## src/rtl/spike_train_monitor_pkg.sv

```systemverilog
// Shared types and constants for the spike train monitor and its record FIFO.
package spike_train_monitor_pkg;

   localparam logic [7:0] ISI_NONE  = 8'd255;
   localparam logic [7:0] COUNT_MAX = 8'd255;

   typedef struct packed {
      logic [7:0] count;
      logic [7:0] isi_min;
   } spike_rec_t;

   typedef enum logic {
      ST_IDLE = 1'b0,
      ST_RUN  = 1'b1
   } mon_state_t;

endpackage

```

## src/rtl/spike_rec_fifo.sv

```systemverilog
// Small synchronous FIFO for window records; pointer-based with one extra wrap bit.
module spike_rec_fifo
   import spike_train_monitor_pkg::*;
#(
   parameter int  DEPTH = 4,
   parameter type rec_t = spike_rec_t
) (
   input  logic clk,
   input  logic rst_n,
   input  logic push,
   input  rec_t push_data,
   input  logic pop,
   output rec_t head,
   output logic not_empty,
   output logic full
);

   localparam int AW = $clog2(DEPTH);

   logic [AW:0] wr_ptr;
   logic [AW:0] rd_ptr;
   rec_t        mem [DEPTH];
   logic        empty;
   logic        do_pop;
   logic        do_push;

   assign empty     = (wr_ptr == rd_ptr);
   assign full      = (wr_ptr[AW] != rd_ptr[AW]) && (wr_ptr[AW-1:0] == rd_ptr[AW-1:0]);
   assign not_empty = !empty;
   assign do_pop    = pop && !empty;
   // A full FIFO still takes a push when the head leaves in the same cycle.
   assign do_push   = push && (!full || do_pop);
   assign head      = empty ? '0 : mem[rd_ptr[AW-1:0]];

   // Read/write pointer advance; reset empties the buffer.
   always_ff @(posedge clk) begin
      if (!rst_n) begin
         wr_ptr <= '0;
         rd_ptr <= '0;
      end else begin
         if (do_push) wr_ptr <= wr_ptr + 1'b1;
         if (do_pop)  rd_ptr <= rd_ptr + 1'b1;
      end
   end

   // Record storage; contents are only meaningful between the pointers.
   always_ff @(posedge clk) begin
      if (do_push) mem[wr_ptr[AW-1:0]] <= push_data;
   end

endmodule

```

## src/rtl/spike_train_monitor.sv

```systemverilog
// Counts spike rising edges and the shortest inter-spike interval per fixed window,
// queuing one {count, isi_min} record per completed window.
module spike_train_monitor
   import spike_train_monitor_pkg::*;
#(
   parameter int WIN_LOG2   = 8,
   parameter int FIFO_DEPTH = 4
) (
   input  logic       clk,
   input  logic       rst_n,
   input  logic       en,
   input  logic       spike,
   input  logic       out_ready,
   output logic       out_valid,
   output logic [7:0] out_count,
   output logic [7:0] out_isi_min,
   output logic       overflow
);

   mon_state_t          state;
   mon_state_t          state_nxt;
   logic                spike_prev;
   logic [WIN_LOG2-1:0] win_cnt;
   logic [7:0]          ev_count;
   logic [7:0]          isi_min;
   logic [7:0]          isi_cnt;
   logic                armed;
   logic                active;
   logic                event_hit;
   logic                win_last;
   logic [7:0]          count_incl;
   logic [7:0]          isi_incl;
   spike_rec_t          rec_new;
   spike_rec_t          head;
   logic                fifo_full;
   logic                fifo_pop;
   logic                drop;

   function automatic logic [7:0] sat_inc8(input logic [7:0] v);
      return (v == COUNT_MAX) ? v : v + 8'd1;
   endfunction

   function automatic logic [7:0] min8(input logic [7:0] a, input logic [7:0] b);
      return (a < b) ? a : b;
   endfunction

   // State register.
   always_ff @(posedge clk) begin
      if (!rst_n) state <= ST_IDLE;
      else        state <= state_nxt;
   end

   // Next state: enable alone decides between idle and running.
   always_comb begin
      state_nxt = state;
      case (state)
         ST_IDLE: if (en)  state_nxt = ST_RUN;
         ST_RUN:  if (!en) state_nxt = ST_IDLE;
         default:          state_nxt = ST_IDLE;
      endcase
   end

   // A cycle only contributes to a window while running and still enabled.
   assign active     = (state == ST_RUN) && en;
   assign event_hit  = active && spike && !spike_prev;
   assign win_last   = active && (&win_cnt);
   assign count_incl = event_hit ? sat_inc8(ev_count) : ev_count;
   assign isi_incl   = (event_hit && armed) ? min8(isi_min, isi_cnt) : isi_min;
   assign rec_new    = '{count: count_incl, isi_min: isi_incl};

   // Previous spike sample for edge detection; forgotten whenever disabled.
   always_ff @(posedge clk) begin
      if (!rst_n || !en) spike_prev <= 1'b0;
      else               spike_prev <= spike;
   end

   // Window and interval tracking; idling clears everything so a new run starts fresh.
   always_ff @(posedge clk) begin
      if (!rst_n || !active) begin
         win_cnt  <= '0;
         ev_count <= 8'd0;
         isi_min  <= ISI_NONE;
         isi_cnt  <= 8'd0;
         armed    <= 1'b0;
      end else begin
         win_cnt <= win_cnt + 1'b1;
         if (win_last) begin
            ev_count <= 8'd0;
            isi_min  <= ISI_NONE;
         end else begin
            ev_count <= count_incl;
            isi_min  <= isi_incl;
         end
         // Interval counter spans window boundaries; it restarts at 1 after each event.
         isi_cnt <= event_hit ? 8'd1 : sat_inc8(isi_cnt);
         armed   <= armed | event_hit;
      end
   end

   assign fifo_pop = out_valid && out_ready;
   assign drop     = win_last && fifo_full && !fifo_pop;

   // Sticky drop indicator, cleared only by reset.
   always_ff @(posedge clk) begin
      if (!rst_n)    overflow <= 1'b0;
      else if (drop) overflow <= 1'b1;
   end

   spike_rec_fifo #(
      .DEPTH (FIFO_DEPTH),
      .rec_t (spike_rec_t)
   ) u_fifo (
      .clk       (clk),
      .rst_n     (rst_n),
      .push      (win_last),
      .push_data (rec_new),
      .pop       (fifo_pop),
      .head      (head),
      .not_empty (out_valid),
      .full      (fifo_full)
   );

   assign out_count   = head.count;
   assign out_isi_min = head.isi_min;

endmodule

```

## config.mk

```make
export PLATFORM = sky130hd
export DESIGN_NAME = spike_train_monitor
export DESIGN_NICKNAME = d
export VERILOG_FILES = /design/src/rtl/spike_train_monitor_pkg.sv /design/src/rtl/spike_rec_fifo.sv /design/src/rtl/spike_train_monitor.sv
export SDC_FILE = /design/constraint.sdc
export NUM_CORES = 1
export LEC_CHECK = 0
export ABC_AREA = 0
export BUFFER_PORTS_ARGS = -buffer_cell sky130_fd_sc_hd__buf_2
export CORE_MARGIN = 2
export CORE_UTILIZATION = 68
export CTS_BUF_LIST = sky130_fd_sc_hd__clkbuf_4
export CTS_CLUSTER_SIZE = 30
export DETAILED_ROUTE_END_ITERATION = 8
export PLACE_DENSITY = 0.95
export RECOVER_POWER = 25
export SKIP_CTS_REPAIR_TIMING = 1
export SLEW_MARGIN = 20
export SYNTH_ARGS = -nofsm -noshare
export SYNTH_HDL_FRONTEND = slang
export SYNTH_HIERARCHICAL = 1
export SYNTH_SLANG_ARGS = --single-unit
```

## constraint.sdc

```tcl
create_clock -name clk -period 4.7 [get_ports clk]
set_input_delay 0.47 -clock clk [delete_from_list [all_inputs] [get_ports clk]]
set_output_delay 0.47 -clock clk [all_outputs]
set_load 0.02 [all_outputs]
```

-- Word level (Yosys, flattened, before mapping)
Memory sizes are Yosys's and may differ from the RTL's. A register that Yosys moved wholly into a read port is not among the register bits.
Index checks and enable logic that the tools add are counted.
- add/subtract/negate cells: 5
- eq/ne operators: 6
- bitwise operators: 1
- reductions and logical operators: 24
- $lt $le $gt $ge: 1
- mux-type cells: 12
- operator list (kind ; number):
    $mux W8 ; 4
    $add A8 B1 Y8 const B ; 3
    $eq A8 B8 Y1 const B ; 2
    $mux W16 ; 1
    $logic_and A1 B1 Y1 ; 11
    $lt A8 B8 Y1 ; 1
    $reduce_and A8 Y1 ; 1
    $logic_not A1 Y1 ; 7
    $add A3 B1 Y3 const B ; 2
    $mux W1 ; 5
    $mux W2 ; 2
    $reduce_or A2 Y1 ; 2
    $eq A3 B3 Y1 ; 1
    $logic_or A1 B1 Y1 ; 3
    $eq A2 B2 Y1 ; 1
    $ne A2 B2 Y1 const B ; 1
    $ne A1 B1 Y1 ; 1
    $or A1 B1 Y1 ; 1
- bits in registers: 42
- output and inout port bits: 18
- RAM bits: 64
- memories: 1
- memory list (name ; depth ; bits a word ; read ports ; clocked after memory_dff ; wr ports ; line ; RTL):
    u_fifo.mem ; 4 ; 16 ; 1 ; 1 ; 1 ; spike_rec_fifo.sv:22 ; rec_t mem [DEPTH];

-- Longest topological paths before layout
Gate-level depths: netlist of the first run.
- depth in word-level cells: 8
- mapped depth: 10
- mapped depth without buffers: 8

-- By module
Netlist of the first run, hierarchy kept.
- by module, submodules not included (module ; seq. area each (um^2) ; times used ; area each (um^2) ; cells each):
    spike_rec_fifo ; 2082.0 ; 1 ; 2915.3 ; 155
    spike_train_monitor ; 720.7 ; 1 ; 1839.3 ; 196

-- Least setup slack after synthesis of the first run
Ideal clock, no wire load.
- kind: register -> register
- from: register u_fifo.wr_ptr[1]
- to: memory u_fifo/mem[3][0] (netlist name) (enable)
- period minus slack after synthesis: 2.763 ns
- arrival time: 2.361 ns
- library setup time: 0.402 ns
- cell stages (with the launch flop): 10
- path slack: 1.937 ns
- path through: dfxtp_1 -> xnor2_1 -> and3_1 -> buf_6 -> buf_4 -> inv_1 -> nand2_1 -> inv_1 -> inv_1 -> a41oi_1
- word-level cells in the longest chain between the ends: 8
- ends and longest elaborated chain (element ; line ; RTL):
    from (decl) ; spike_rec_fifo.sv:20 ; logic [AW:0] wr_ptr;
    from (signal assigned) ; spike_rec_fifo.sv:41 ; if (do_push) wr_ptr <= wr_ptr + 1'b1;
    $eq A3 B3 Y1 ; spike_rec_fifo.sv:27 ; assign empty = (wr_ptr == rd_ptr);
    $logic_not A1 Y1 ; spike_rec_fifo.sv:29 ; assign not_empty = !empty;
    named net out_valid ; spike_train_monitor.sv:14 ; output logic out_valid,
    $logic_and A1 B1 Y1 ; spike_train_monitor.sv:100 ; assign fifo_pop = out_valid && out_ready;
    named net fifo_pop ; spike_train_monitor.sv:36 ; logic fifo_pop;
    $logic_and A1 B1 Y1 ; spike_rec_fifo.sv:30 ; assign do_pop = pop && !empty;
    $logic_or A1 B1 Y1 ; spike_rec_fifo.sv:32 ; assign do_push = push && (!full || do_pop);
    $logic_and A1 B1 Y1 ; spike_rec_fifo.sv:32 ;
    $mux W1 ; spike_rec_fifo.sv:48 ; if (do_push) mem[wr_ptr[AW-1:0]] <= push_data;
    $mux W1 (not written as such) ; spike_rec_fifo.sv:48 ;
    to (decl) ; spike_rec_fifo.sv:22 ;
The timed path passes the listed nets, and every way through them passes these cells.

-- Worst setup path in the final report of the first run
- from: register u_fifo.wr_ptr[1]
- to: memory u_fifo/mem[2][13] (netlist name) (enable)
- word-level cells in the longest chain between the ends: 8
- ends and longest elaborated chain (element ; line):
    $eq A3 B3 Y1 ; spike_rec_fifo.sv:27
    $logic_not A1 Y1 ; spike_rec_fifo.sv:29
    $logic_and A1 B1 Y1 ; spike_train_monitor.sv:100
    named net fifo_pop ; spike_train_monitor.sv:36
    $logic_and A1 B1 Y1 ; spike_rec_fifo.sv:30
    $logic_or A1 B1 Y1 ; spike_rec_fifo.sv:32
    $logic_and A1 B1 Y1 ; spike_rec_fifo.sv:32
    $mux W1 ; spike_rec_fifo.sv:48
    $mux W1 (not written as such) ; spike_rec_fifo.sv:48
The timed path passes the listed nets, and every way through them passes these cells.

==> results of run 1 <==
==> logic make-up after synthesis <==
logic type,after synthesis,synth area share [%]
compound gates,39,6.92
xor+xnor,17,3.13
fa+ha+maj,15,3.95
buf+inv,28,2.97
flops,108,58.9
mux,26,9.76
simple gates,118,14.3
==> Yosys cell counts, drive strengths merged (12+ instances only) <==
cell | count | share of area (%)
edfxtp | 64 | 40
dfxtp | 44 | 19
nand2 | 21 | 1.7
nor2 | 20 | 1.6
nand3 | 18 | 2.7
inv | 17 | 1.3
mux4 | 16 | 7.6
ha | 15 | 3.9
nor2b | 15 | 2.0
and3 | 12 | 1.6
xnor2 | 12 | 2.2
==> per-layer routing <==
layer | GRT usage, % | wire length (µm) | vias to the layer above
met5 | 0 | 0 | -
met4 | 8.81 | 98 | 0
met3 | 3.39 | 325 | 14
met2 | 40.6 | 4090 | 65
met1 | 29.5 | 3660 | 1364
li1 | - | - | 1347
==> critical path, stage by stage (launching register included) <==
cell and delay, ns:
dfxtp_1 0.40, xnor2_1 0.41, and3_1 0.65, inv_1 0.13
nand2_1 0.11, inv_1 0.06, inv_1 0.13, a41oi_1 0.27
and2_1 0.54
==> power breakdown <==
group          leakage (nW)  switching (mW)  internal (mW)
Sequential            0.813         0.00120          0.992
Combinational         0.852         0.00812        0.00420
Clock                0.0754           0.315          0.129
==> area by class of cell <==
type | instances | area [µm²] | share of cell area, %
multi-input cells | 215 | 1820 | 36.1
clock buffers | 10 | 75.1 | 1.49
repair buffers | 22 | 108 | 2.13
inverters | 17 | 63.8 | 1.26
clock inverters | 6 | 57.6 | 1.14
well taps | 96 | 120 | 2.38
flip-flops and latches | 108 | 2800 | 55.5
==> sequential cells by signal (all words and copies together), names as in the netlist, 3 cells and up, named ones only <==
signal / flops
isi_min: 8
isi_cnt: 8
u_fifo/rd_ptr: 3
win_cnt: 8
ev_count: 8
u_fifo/mem: 64
u_fifo/wr_ptr: 3
==> path summary, 6_finish.rpt <==
| kind | from | end | slack [ns] | cells past startpoint |
|---|---|---|---|---|
| setup / recovery | u_fifo/wr_ptr[1]$_SDFFE_PN0P_ | u_fifo/mem[2][13]$_DFFE_PP_ | 1.65 | 8 |
| hold / removal | en | state$_SDFF_PN0_ | 0.30 | 2 |
| setup reg to reg | u_fifo/wr_ptr[1]$_SDFFE_PN0P_ | u_fifo/mem[2][13]$_DFFE_PP_ | 1.65 | 8 |
| hold reg to reg | win_cnt[0]$_SDFF_PP0_ | win_cnt[0]$_SDFF_PP0_ | 0.46 | 1 |
==> impl_results.html, run 1 <==
<table>
<tr><th>Metric</th><th>Value</th></tr>
<tr><th colspan="2">Power</th></tr>
<tr><td>VDD IR-drop max</td><td>0.000168 V</td></tr>
<tr><td>Leakage power summed over all cells</td><td>1.74 nW</td></tr>
<tr><td>Total power draw</td><td>1.45 mW</td></tr>
<tr><td>Power density cells</td><td>287 mW/mm²</td></tr>
<tr><th colspan="2">Clock tree</th></tr>
<tr><td>CTS Buf Count</td><td>9</td></tr>
<tr><td>Buffer cell driving the clock tree root</td><td>clkbuf_4</td></tr>
<tr><td>Clock tree from TritonCTS</td><td>yes</td></tr>
<tr><td>Maximum level of the CTS H-tree</td><td>3</td></tr>
<tr><td>Reg clk slew, reported paths</td><td>0.16 ns</td></tr>
<tr><td>Number of sinks driven by the clock tree</td><td>108</td></tr>
<tr><td>Longest Clk Path Bufs</td><td>2</td></tr>
<tr><td>Clock network latency to the later pin of the worst-skew pair</td><td>0.45 ns</td></tr>
<tr><th colspan="2">STA</th></tr>
<tr><td>Final setup TNS</td><td>0 ns</td></tr>
<tr><td>Total setup violations reported at the end of the flow</td><td>0</td></tr>
<tr><td>Worst Setup Slack, final</td><td>1.65 ns</td></tr>
<tr><td>Unrepaired setup endpoints after global routing</td><td>no</td></tr>
<tr><td>Final Max Tran Viols</td><td>0</td></tr>
<tr><td>Worst max-slew margin expressed relative to the limit</td><td>25.6%</td></tr>
<tr><td>Hold Vio Cnt, Final</td><td>0</td></tr>
<tr><td>Post-route minimum period</td><td>3.05 ns</td></tr>
<tr><td>Share of the clock period used by the worst path</td><td>64.9%</td></tr>
<tr><td>Min Hold Slack</td><td>0.298 ns</td></tr>
<tr><td>Layout Skew</td><td>0.0193 ns</td></tr>
<tr><td>Worst Max-Slew Pin Slew</td><td>1.12 ns</td></tr>
<tr><td>Top achievable clock speed</td><td>0.328 GHz</td></tr>
<tr><th colspan="2">Worst hold path</th></tr>
<tr><td>Class of the worst hold path</td><td>in2reg</td></tr>
<tr><th colspan="2">Synth</th></tr>
<tr><td>Netlist cell types</td><td>50</td></tr>
<tr><td>Number of flops mapped to enable cells by yosys</td><td>64</td></tr>
<tr><td>Average instance area after synthesis</td><td>13.5 µm²</td></tr>
<tr><td>Netlist area before placement</td><td>0.00475 mm²</td></tr>
<tr><td>Number of cells produced by synthesis</td><td>351</td></tr>
<tr><td>Fraction of the yosys area taken by sequential cells</td><td>58.9%</td></tr>
<tr><td>FF+latch count, synth</td><td>108</td></tr>
<tr><td>Syn. warnings</td><td>6</td></tr>
<tr><td>Asr flop ratio synth</td><td>0%</td></tr>
<tr><td>Dominant register cell in the synthesized netlist</td><td>edfxtp_1</td></tr>
<tr><td>Net count after synthesis</td><td>371</td></tr>
<tr><th colspan="2">Placement</th></tr>
<tr><td>IO buf count</td><td>22</td></tr>
<tr><td>Post-detailed-placement cell area</td><td>0.00491 mm²</td></tr>
<tr><td>HPWL reported at the end of detailed placement</td><td>5.80 mm</td></tr>
<tr><td>Final Wtd Congestion</td><td>0.841</td></tr>
<tr><td>Total placed cells including tap cells</td><td>458</td></tr>
<tr><td>Pre-CTS setup slack</td><td>1.67 ns</td></tr>
<tr><th colspan="2">Route</th></tr>
<tr><td>Per-cell via count in the routed design</td><td>5.89</td></tr>
<tr><td>First drt pass iteration count</td><td>4</td></tr>
<tr><td>Drt total wl</td><td>8.17 mm</td></tr>
<tr><td>Initial drt markers</td><td>198</td></tr>
<tr><td>Number of vias after detailed routing</td><td>2790</td></tr>
<tr><td>DRC viols</td><td>0</td></tr>
<tr><td>Average wire per standard cell</td><td>17.2 µm</td></tr>
<tr><td>Post-detailed-route count of antenna-violating nets</td><td>0</td></tr>
<tr><th colspan="2">Layout</th></tr>
<tr><td>Synth-to-Final Area Change</td><td>6.18%</td></tr>
<tr><td>Ratio of cells with drive above 1 in the final layout</td><td>21.2%</td></tr>
<tr><td>Filler cell count in the final layout</td><td>430</td></tr>
<tr><td>Leading cell type in the layout, fill and taps excluded</td><td>edfxtp_1</td></tr>
<tr><td>Final Cell Area</td><td>0.00505 mm²</td></tr>
<tr><td>Number of diodes</td><td>0</td></tr>
<tr><td>Number of non-filler instances in the completed layout</td><td>474</td></tr>
<tr><td>Final layout net count</td><td>393</td></tr>
<tr><td>Post-layout util</td><td>74.3%</td></tr>
<tr><td>Commonest non-fill, non-tap cells in the layout</td><td>edfxtp_1 (64), dfxtp_1 (43), nand2_1 (20), buf_2 (20), nor2_1 (19)</td></tr>
<tr><th colspan="2">Floorplanning</th></tr>
<tr><td>Core footprint</td><td>0.00679 mm²</td></tr>
<tr><td>Die Ht</td><td>87.6 µm</td></tr>
<tr><td>Initial cell density of the core</td><td>70.0%</td></tr>
<tr><td>Die Footprint</td><td>0.00768 mm²</td></tr>
<tr><td>I/O Pins</td><td>23</td></tr>
<tr><td># rows</td><td>30</td></tr>
<tr><td>Die width</td><td>87.6 µm</td></tr>
<tr><th colspan="2">Global routing</th></tr>
<tr><td>Initial antenna violation count</td><td>0</td></tr>
<tr><td>Sum of overflow across all layers after global routing</td><td>0</td></tr>
<tr><td>Wire length of the first global-routing pass</td><td>13.3 mm</td></tr>
<tr><td>Via count of the first global-routing pass</td><td>2785</td></tr>
<tr><td>Pin count of the biggest net entering global routing</td><td>21</td></tr>
<tr><td>GRT Total Usage</td><td>23.2%</td></tr>
<tr><th colspan="2">Flow run</th></tr>
<tr><td>Max Cap Viol</td><td>0</td></tr>
<tr><th colspan="2">Outcome</th></tr>
<tr><td>Outcome</td><td>finished clean</td></tr>
<tr><th colspan="2">Setup path</th></tr>
<tr><td>Critical Path AT</td><td>3.15 ns</td></tr>
<tr><td>Endpoint class of the critical path</td><td>flip-flop</td></tr>
<tr><td>Startpoint type of the worst setup path</td><td>flip-flop</td></tr>
<tr><td>Category of the most critical setup path</td><td>reg2reg</td></tr>
<tr><td>Largest driver fanout on the critical path</td><td>18</td></tr>
<tr><td>Required time reported for the critical path endpoint</td><td>4.80 ns</td></tr>
</table>
Power figures use the tool's default switching activity.
==> run 2, diff against run 1 <==
--- a/config.mk
+++ b/config.mk
@@ -8,11 +8,11 @@
 export ABC_AREA = 0
 export BUFFER_PORTS_ARGS = -buffer_cell sky130_fd_sc_hd__buf_2
 export CORE_MARGIN = 2
-export CORE_UTILIZATION = 68
+export CORE_UTILIZATION = 57
 export CTS_BUF_LIST = sky130_fd_sc_hd__clkbuf_4
 export CTS_CLUSTER_SIZE = 30
 export DETAILED_ROUTE_END_ITERATION = 8
-export PLACE_DENSITY = 0.95
+export PLACE_DENSITY = 0.88
 export RECOVER_POWER = 25
 export SKIP_CTS_REPAIR_TIMING = 1
 export SLEW_MARGIN = 20
==> constraint.sdc (replaced) <==
create_clock -name clk -period 2.7 [get_ports clk]
set_input_delay 0.27 -clock clk [delete_from_list [all_inputs] [get_ports clk]]
set_output_delay 0.27 -clock clk [all_outputs]
set_load 0.02 [all_outputs]
==> run 2 against run 1 <==
Effect of this change:
- final cell count up 3.6%
- die area up 18%
- clock skew up 0.0090 ns
- non-clock buffer count up 8
- global-route usage down 3.1 points
- final area up 1.8%
- setup slack worse by 1.3 ns
- register-to-register slack worse by 1.3 ns
- sequential share of layout area down 1.0 points
- critical path depth down 3
- total power up 83%
==> impl_results.html, run 2 (synthesized netlist as in run 1, its figures left out) <==
<table>
<tr><th>Metric</th><th>Value</th></tr>
<tr><th colspan="2">Setup path</th></tr>
<tr><td>Number of buffer and inverter stages on the critical path</td><td>2</td></tr>
<tr><td>Required time reported for the critical path endpoint</td><td>2.43 ns</td></tr>
<tr><td>Largest driver fanout on the critical path</td><td>17</td></tr>
<tr><td>Category of the most critical setup path</td><td>reg2out</td></tr>
<tr><td>Cell with the largest stage delay on the worst path</td><td>xnor2_1</td></tr>
<tr><td>Critical Path AT</td><td>2.09 ns</td></tr>
<tr><td>R2R Path Start</td><td>win_cnt[0]$_SDFF_PP0_</td></tr>
<tr><td>Launching instance or port of the critical path</td><td>u_fifo/wr_ptr[1]$_SDFFE_PN0P_</td></tr>
<tr><td>Series of cell instances along the critical path</td><td>xnor2_1, and3_1, buf_4, and2b_1, buf_2</td></tr>
<tr><td>Endpoint class of the critical path</td><td>output pin</td></tr>
<tr><td>Maximum single-stage delay on the critical path</td><td>0.42 ns</td></tr>
<tr><td>CP delay by family, top</td><td>simple AND/OR/NAND/NOR gates</td></tr>
<tr><td>Startpoint type of the worst setup path</td><td>flip-flop</td></tr>
<tr><th colspan="2">STA</th></tr>
<tr><td>Worst max-slew margin expressed relative to the limit</td><td>46.9%</td></tr>
<tr><td>Layout Skew</td><td>0.0283 ns</td></tr>
<tr><td>Total setup violations reported at the end of the flow</td><td>0</td></tr>
<tr><td>Final setup TNS</td><td>0 ns</td></tr>
<tr><td>Hold Vio Cnt, Final</td><td>0</td></tr>
<tr><td>Worst Max-Slew Pin Slew</td><td>0.795 ns</td></tr>
<tr><td>Top achievable clock speed</td><td>0.425 GHz</td></tr>
<tr><td>Post-route minimum period</td><td>2.36 ns</td></tr>
<tr><td>Share of the clock period used by the worst path</td><td>87.2%</td></tr>
<tr><td>Final Max Tran Viols</td><td>0</td></tr>
<tr><td>Unrepaired setup endpoints after global routing</td><td>no</td></tr>
<tr><th colspan="2">Floorplanning</th></tr>
<tr><td># rows</td><td>33</td></tr>
<tr><td>Die Ht</td><td>95.3 µm</td></tr>
<tr><td>I/O Pins</td><td>23</td></tr>
<tr><td>Initial cell density of the core</td><td>58.5%</td></tr>
<tr><td>Die width</td><td>95.3 µm</td></tr>
<tr><td>Die Footprint</td><td>0.00909 mm²</td></tr>
<tr><td>Core footprint</td><td>0.00813 mm²</td></tr>
<tr><th colspan="2">Power</th></tr>
<tr><td>VDD IR-drop max</td><td>0.000277 V</td></tr>
<tr><td>Power density cells</td><td>516 mW/mm²</td></tr>
<tr><td>Flop pwr share</td><td>65.2%</td></tr>
<tr><td>Clk network pwr share</td><td>34.0%</td></tr>
<tr><td>P_int</td><td>2.12 mW</td></tr>
<tr><td>Total power draw</td><td>2.65 mW</td></tr>
<tr><td>Switching part of the total</td><td>20.0%</td></tr>
<tr><td>Part of the total power dissipated in combinational logic</td><td>0.8%</td></tr>
<tr><td>Leakage power summed over all cells</td><td>1.79 nW</td></tr>
<tr><td>Switching Power</td><td>0.530 mW</td></tr>
<tr><th colspan="2">Global routing</th></tr>
<tr><td>Pin count of the biggest net entering global routing</td><td>19</td></tr>
<tr><td>Sum of overflow across all layers after global routing</td><td>0</td></tr>
<tr><td>Initial antenna violation count</td><td>0</td></tr>
<tr><td>Wire length of the first global-routing pass</td><td>13.6 mm</td></tr>
<tr><td>GRT Total Usage</td><td>20.2%</td></tr>
<tr><td>Via count of the first global-routing pass</td><td>2875</td></tr>
<tr><th colspan="2">Clock tree</th></tr>
<tr><td>Buffer cell driving the clock tree root</td><td>clkbuf_4</td></tr>
<tr><td>Clock tree from TritonCTS</td><td>yes</td></tr>
<tr><td>Longest Clk Path Bufs</td><td>2</td></tr>
<tr><td>Maximum level of the CTS H-tree</td><td>3</td></tr>
<tr><td>Number of sinks driven by the clock tree</td><td>108</td></tr>
<tr><td>Reg clk slew, reported paths</td><td>0.15 ns</td></tr>
<tr><td>Clock network latency to the later pin of the worst-skew pair</td><td>0.46 ns</td></tr>
<tr><td>CTS Buf Count</td><td>9</td></tr>
<tr><th colspan="2">Route</th></tr>
<tr><td>Per-cell via count in the routed design</td><td>5.73</td></tr>
<tr><td>Average wire per standard cell</td><td>16.8 µm</td></tr>
<tr><td>DRC viols</td><td>0</td></tr>
<tr><td>Post-detailed-route count of antenna-violating nets</td><td>0</td></tr>
<tr><td>Drt total wl</td><td>8.25 mm</td></tr>
<tr><td>Initial drt markers</td><td>122</td></tr>
<tr><td>First drt pass iteration count</td><td>4</td></tr>
<tr><td>Number of vias after detailed routing</td><td>2811</td></tr>
<tr><th colspan="2">Placement</th></tr>
<tr><td>IO buf count</td><td>22</td></tr>
<tr><td>Total placed cells including tap cells</td><td>475</td></tr>
<tr><td>Final Wtd Congestion</td><td>0.827</td></tr>
<tr><td>HPWL reported at the end of detailed placement</td><td>5.82 mm</td></tr>
<tr><th colspan="2">Outcome</th></tr>
<tr><td>Outcome</td><td>finished clean</td></tr>
<tr><th colspan="2">Layout</th></tr>
<tr><td>Number of non-filler instances in the completed layout</td><td>491</td></tr>
<tr><td>Final layout net count</td><td>401</td></tr>
<tr><td>Commonest non-fill, non-tap cells in the layout</td><td>edfxtp_1 (64), dfxtp_1 (44), nor2_1 (20), nand2_1 (20), buf_2 (20)</td></tr>
<tr><td>Synth-to-Final Area Change</td><td>8.11%</td></tr>
<tr><td>Leading cell type in the layout, fill and taps excluded</td><td>edfxtp_1</td></tr>
<tr><td>Ratio of cells with drive above 1 in the final layout</td><td>21.5%</td></tr>
<tr><td>Number of flip-flops in the largest register</td><td>64</td></tr>
<tr><td>Number of diodes</td><td>0</td></tr>
<tr><th colspan="2">Worst hold path</th></tr>
<tr><td>Worst hold start</td><td>en</td></tr>
<tr><td>Class of the worst hold path</td><td>in2reg</td></tr>
<tr><th colspan="2">Flow run</th></tr>
<tr><td>Max Cap Viol</td><td>0</td></tr>
</table>
==> run 2: path summary, 6_finish.rpt <==
kind	to	slack, ns	cells after the start
worst min-delay path	state$_SDFF_PN0_	0.12	2
worst max-delay path	out_isi_min[0]	0.34	5
worst min register to register	win_cnt[0]$_SDFF_PP0_	0.46	1
worst max register to register	u_fifo/mem[1][12]$_DFFE_PP_	0.38	8
==> run 2: worst reg2reg max path: stages (launching register included) <==
cell	delay, ns
dfxtp_1	0.38
ha_1	0.19
and3_1	0.21
and3_1	0.17
and3_2	0.21
inv_1	0.04
a41oi_1	0.36
and2_1	0.20
buf_4	0.25
==> run 2: cell type report <==
class	instances	area (µm²)
Clock inverter	6	85.1
Inverter	17	63.8
Clock buffer	10	75.1
Sequential cell	108	2800
Tap cell	105	131
Multi-Input combinational cell	215	1820
Fill cell	593	2990
Timing Repair Buffer	30	164
==> run 2: routing by layer <==
layer | vias to the layer above | GRT usage (%) | wire, µm
met5 | - | 0 | 0
met4 | 0 | 8.45 | 165
met3 | 14 | 3.24 | 224
met2 | 43 | 34.6 | 4110
met1 | 1391 | 25.5 | 3750
li1 | 1363 | - | -
==> run 2: through the flow <==
step	worst slack (ns)	hold WS (ns)	util, %	cell area, µm²
after floorplan	0.0804	0.398	-	4760
after global placement	0.478	0.421	61.3	4990
after detailed placement	0.382	0.432	61.3	4990
after CTS	0.310	0.0962	63.3	5150
after global routing	0.180	0.111	63.2	5140
final	0.344	0.120	63.2	5140
==> run 2: power groups by stage <==
stage          registers [mW]  clock network (mW)  logic [mW]
2_1_floorplan            1.77                   0      0.0133
3_3_place_gp             1.77                   0      0.0213
3_5_place_dp             1.77                   0      0.0219
4_1_cts                  1.73               0.912      0.0221
5_1_grt                  1.73               0.967      0.0239
6_report                 1.73               0.901      0.0216
==> run 3, diff against run 2 <==
--- a/config.mk
+++ b/config.mk
@@ -5,7 +5,7 @@
 export SDC_FILE = /design/constraint.sdc
 export NUM_CORES = 1
 export LEC_CHECK = 0
-export ABC_AREA = 0
+export ABC_AREA = 1
 export BUFFER_PORTS_ARGS = -buffer_cell sky130_fd_sc_hd__buf_2
 export CORE_MARGIN = 2
 export CORE_UTILIZATION = 57
==> run 3 against run 2 <==
Effect of this change:
- synthesized cell count up 44%
- highest routed layer unchanged
- largest power group unchanged
- clock skew down 0.0025 ns
- core utilization down 0.072 points
- final area up 0.90%
==> impl_results.html, run 3 <==
<table>
<tr><th>Metric</th><th>Value</th></tr>
<tr><th colspan="2">Setup path</th></tr>
<tr><td>Endpoint class of the critical path</td><td>output pin</td></tr>
<tr><td>CP delay by family, top</td><td>flip-flops</td></tr>
<tr><td>Maximum single-stage delay on the critical path</td><td>0.70 ns</td></tr>
<tr><td>Startpoint type of the worst setup path</td><td>flip-flop</td></tr>
<tr><td>Number of buffer and inverter stages on the critical path</td><td>3</td></tr>
<tr><td>Series of cell instances along the critical path</td><td>buf_4, nor2_1, o32ai_1, nand2_1, inv_1, buf_2</td></tr>
<tr><td>Cell with the largest stage delay on the worst path</td><td>dfxtp_1</td></tr>
<tr><td>Endpoint of the worst setup timing path</td><td>out_isi_min[3]</td></tr>
<tr><td>Register-to-register setup slack</td><td>0.47 ns</td></tr>
<tr><td>Critical Path AT</td><td>2.14 ns</td></tr>
<tr><td>RR Endpoint</td><td>u_fifo/mem[2][8]$_DFFE_PP_</td></tr>
<tr><td>Category of the most critical setup path</td><td>reg2out</td></tr>
<tr><td>Cells on worst reg2reg path</td><td>11</td></tr>
<tr><td>R2R Path Start</td><td>u_fifo/wr_ptr[1]$_SDFFE_PN0P_</td></tr>
<tr><td>Largest driver fanout on the critical path</td><td>18</td></tr>
<tr><td>Logic depth of the worst setup path including buffers</td><td>6</td></tr>
<tr><td>Required time reported for the critical path endpoint</td><td>2.43 ns</td></tr>
<tr><th colspan="2">Floorplanning</th></tr>
<tr><td># rows</td><td>33</td></tr>
<tr><td>Die width</td><td>96.0 µm</td></tr>
<tr><td>I/O Pins</td><td>23</td></tr>
<tr><td>Die Ht</td><td>96.0 µm</td></tr>
<tr><td>Initial cell density of the core</td><td>58.8%</td></tr>
<tr><td>Core footprint</td><td>0.00822 mm²</td></tr>
<tr><td>Die Footprint</td><td>0.00922 mm²</td></tr>
<tr><th colspan="2">Clock tree</th></tr>
<tr><td>Reg clk slew, reported paths</td><td>0.17 ns</td></tr>
<tr><td>Buffer cell driving the clock tree root</td><td>clkbuf_4</td></tr>
<tr><td>Maximum level of the CTS H-tree</td><td>3</td></tr>
<tr><td>Clock network latency to the later pin of the worst-skew pair</td><td>0.47 ns</td></tr>
<tr><td>CTS Buf Count</td><td>9</td></tr>
<tr><td>Clock tree from TritonCTS</td><td>yes</td></tr>
<tr><td>Longest Clk Path Bufs</td><td>2</td></tr>
<tr><td>Number of sinks driven by the clock tree</td><td>108</td></tr>
<tr><th colspan="2">STA</th></tr>
<tr><td>Post-route minimum period</td><td>2.41 ns</td></tr>
<tr><td>Final setup TNS</td><td>0 ns</td></tr>
<tr><td>Layout Skew</td><td>0.0258 ns</td></tr>
<tr><td>Min Hold Slack</td><td>0.0467 ns</td></tr>
<tr><td>Final Max Tran Viols</td><td>0</td></tr>
<tr><td>Top achievable clock speed</td><td>0.415 GHz</td></tr>
<tr><td>Hold Vio Cnt, Final</td><td>0</td></tr>
<tr><td>Worst max-slew margin expressed relative to the limit</td><td>43.3%</td></tr>
<tr><td>Share of the clock period used by the worst path</td><td>89.2%</td></tr>
<tr><td>Unrepaired setup endpoints after global routing</td><td>no</td></tr>
<tr><td>Total setup violations reported at the end of the flow</td><td>0</td></tr>
<tr><td>Worst Max-Slew Pin Slew</td><td>0.849 ns</td></tr>
<tr><th colspan="2">Outcome</th></tr>
<tr><td>Outcome</td><td>finished clean</td></tr>
<tr><th colspan="2">Power</th></tr>
<tr><td>P_int</td><td>1.94 mW</td></tr>
<tr><td>VDD IR-drop max</td><td>0.000247 V</td></tr>
<tr><td>Leakage power summed over all cells</td><td>2.04 nW</td></tr>
<tr><td>Part of the total power dissipated in combinational logic</td><td>0.8%</td></tr>
<tr><td>Switching part of the total</td><td>22.7%</td></tr>
<tr><td>Flop pwr share</td><td>68.7%</td></tr>
<tr><td>Switching Power</td><td>0.572 mW</td></tr>
<tr><td>Clk network pwr share</td><td>30.4%</td></tr>
<tr><td>Power density cells</td><td>485 mW/mm²</td></tr>
<tr><th colspan="2">Layout</th></tr>
<tr><td>Number of diodes</td><td>0</td></tr>
<tr><td>Filler cell count in the final layout</td><td>632</td></tr>
<tr><td>FF+latch area</td><td>0.00280 mm²</td></tr>
<tr><td>Area of the multi-input gates</td><td>0.00169 mm²</td></tr>
<tr><td>Commonest non-fill, non-tap cells in the layout</td><td>nand2_1 (91), nor2_1 (79), inv_1 (67)</td></tr>
<tr><td>Number of non-filler instances in the completed layout</td><td>645</td></tr>
<tr><td>Final Cell Area</td><td>0.00519 mm²</td></tr>
<tr><td>Synth-to-Final Area Change</td><td>7.41%</td></tr>
<tr><td>Number of flip-flops in the largest register</td><td>64</td></tr>
<tr><td>Leading cell type in the layout, fill and taps excluded</td><td>nand2_1</td></tr>
<tr><td>Ratio of cells with drive above 1 in the final layout</td><td>11.5%</td></tr>
<tr><td>Final layout net count</td><td>555</td></tr>
<tr><th colspan="2">Route</th></tr>
<tr><td>Max Used Layer</td><td>met4</td></tr>
<tr><td>Initial drt markers</td><td>285</td></tr>
<tr><td>Average wire per standard cell</td><td>14.1 µm</td></tr>
<tr><td>Post-detailed-route count of antenna-violating nets</td><td>0</td></tr>
<tr><td>DRC viols</td><td>0</td></tr>
<tr><td>First drt pass iteration count</td><td>5</td></tr>
<tr><td>Number of vias after detailed routing</td><td>3481</td></tr>
<tr><td>Drt total wl</td><td>9.09 mm</td></tr>
<tr><td>Metal-1 WL</td><td>3.88 mm</td></tr>
<tr><td>Met2 wire len</td><td>4.51 mm</td></tr>
<tr><td>Per-cell via count in the routed design</td><td>5.40</td></tr>
<tr><td>Routed met3 length</td><td>585 µm</td></tr>
<tr><th colspan="2">Global routing</th></tr>
<tr><td>GRT Total Usage</td><td>21.3%</td></tr>
<tr><td>Initial antenna violation count</td><td>0</td></tr>
<tr><td>Pin count of the biggest net entering global routing</td><td>33</td></tr>
<tr><td>Sum of overflow across all layers after global routing</td><td>0</td></tr>
<tr><td>Wire length of the first global-routing pass</td><td>15.0 mm</td></tr>
<tr><td>Via count of the first global-routing pass</td><td>3269</td></tr>
<tr><th colspan="2">Synth</th></tr>
<tr><td>Netlist area before placement</td><td>0.00483 mm²</td></tr>
<tr><td>FF+latch count, synth</td><td>108</td></tr>
<tr><td>Dominant combinational cell family by area after synthesis</td><td>simple AND/OR/NAND/NOR gates</td></tr>
<tr><td>Dominant register cell in the synthesized netlist</td><td>edfxtp_1</td></tr>
<tr><td>Net count after synthesis</td><td>524</td></tr>
<tr><td>Average instance area after synthesis</td><td>9.58 µm²</td></tr>
<tr><td>Most repeated cell in the gate-level netlist after synthesis</td><td>nand2_1</td></tr>
<tr><td>Biggest area contributors in the synthesized netlist</td><td>edfxtp_1 (40%), dfxtp_1 (18%), nand2_1 (7.0%), nor2_1 (5.9%), inv_1 (5.1%)</td></tr>
<tr><td>Top cells by count, synth</td><td>nand2_1 (90), nor2_1 (76), inv_1 (65), edfxtp_1 (64), dfxtp_1 (44)</td></tr>
<tr><td>Syn. warnings</td><td>6</td></tr>
<tr><td>Netlist cell types</td><td>33</td></tr>
<tr><td>Cell type contributing the most total cell area after synthesis</td><td>edfxtp_1</td></tr>
<tr><td>Number of cells produced by synthesis</td><td>504</td></tr>
<tr><td>Compound-cell area share of the yosys netlist</td><td>8.06%</td></tr>
<tr><td>Xor/xnor share of the synthesized area</td><td>1.97%</td></tr>
<tr><td>Proportion of synthesized area in mux cells</td><td>0%</td></tr>
<tr><td>Asr flop ratio synth</td><td>0%</td></tr>
<tr><td>Basic-gate share of the synthesized area counting and, or, nand and nor cells</td><td>21.6%</td></tr>
<tr><td>Fraction of the yosys area taken by sequential cells</td><td>58.0%</td></tr>
<tr><td>Area share of the leading cell type in the synthesized netlist</td><td>39.8%</td></tr>
<tr><td>Fraction of the mapped netlist area in adder cells</td><td>3.89%</td></tr>
<tr><td>Number of flops mapped to enable cells by yosys</td><td>64</td></tr>
<tr><th colspan="2">Worst hold path</th></tr>
<tr><td>Class of the worst hold path</td><td>in2reg</td></tr>
<tr><th colspan="2">Flow run</th></tr>
<tr><td>Max Cap Viol</td><td>0</td></tr>
<tr><th colspan="2">Placement</th></tr>
<tr><td>Total placed cells including tap cells</td><td>629</td></tr>
<tr><td>IO buf count</td><td>22</td></tr>
<tr><td>Final Wtd Congestion</td><td>0.846</td></tr>
<tr><td>HPWL reported at the end of detailed placement</td><td>6.55 mm</td></tr>
<tr><td>Post-detailed-placement cell area</td><td>0.00508 mm²</td></tr>
</table>
[run 3: worst min-delay path, cell delays in order]
cell and delay [ns]:
buf_2 0.09, nand2_1 0.07, inv_1 0.05
[run 3: how the worst min path moves through the flow]
stage | start | endpoint | cells after the start
2_1_floorplan | en | state$_SDFF_PN0_ | 2
3_3_place_gp | overflow$_SDFFE_PN0P_ | overflow$_SDFFE_PN0P_ | 2
3_5_place_dp | overflow$_SDFFE_PN0P_ | overflow$_SDFFE_PN0P_ | 2
4_1_cts | en | state$_SDFF_PN0_ | 3
5_1_grt | en | state$_SDFF_PN0_ | 3
6_report | en | state$_SDFF_PN0_ | 3
[run 3: final cells by class]
type | instances | share of cell area (%)
Sequential cell | 108 | 54.0
Multi-Input combinational cell | 316 | 32.6
Inverter | 70 | 5.07
Timing Repair Buffer | 30 | 3.23
Tap cell | 105 | 2.53
Clock buffer | 9 | 1.30
Clock inverter | 7 | 1.23
[run 3: cell families (layout without fill, tap and decap cells)]
kind of cell,after synthesis,in the layout
simple gates,226,226
flops,108,108
buf+inv,80,116
compound gates,65,65
fa+ha+maj,15,15
xor+xnor,10,10
[run 3: through the flow]
| stage | power [mW] | util, % | setup slack (ns) |
|---|---|---|---|
| 2_1_floorplan | 1.78 | - | 0.180 |
| 3_3_place_gp | 1.79 | 61.9 | 0.618 |
| 3_5_place_dp | 1.79 | 61.9 | 0.462 |
| 4_1_cts | 2.53 | 63.5 | 0.248 |
| 5_1_grt | 2.60 | 63.1 | 0.0639 |
| 6_report | 2.52 | 63.1 | 0.293 |
[run 3: power groups by stage]
stage          Clock [mW]  Combinational (mW)  Sequential, mW
2_1_floorplan           0              0.0157            1.77
6_report            0.766              0.0207            1.73
3_3_place_gp            0              0.0229            1.77
5_1_grt             0.843              0.0236            1.73
4_1_cts             0.777              0.0239            1.73
3_5_place_dp            0              0.0238            1.77
[run 3: metal layers]
layer / track usage, % / up-vias
li1: - / 1735
met1: 26.9 / 1619
met2: 36.3 / 116
met3: 4.15 / 11
met4: 7.86 / 0
met5: 0 / -
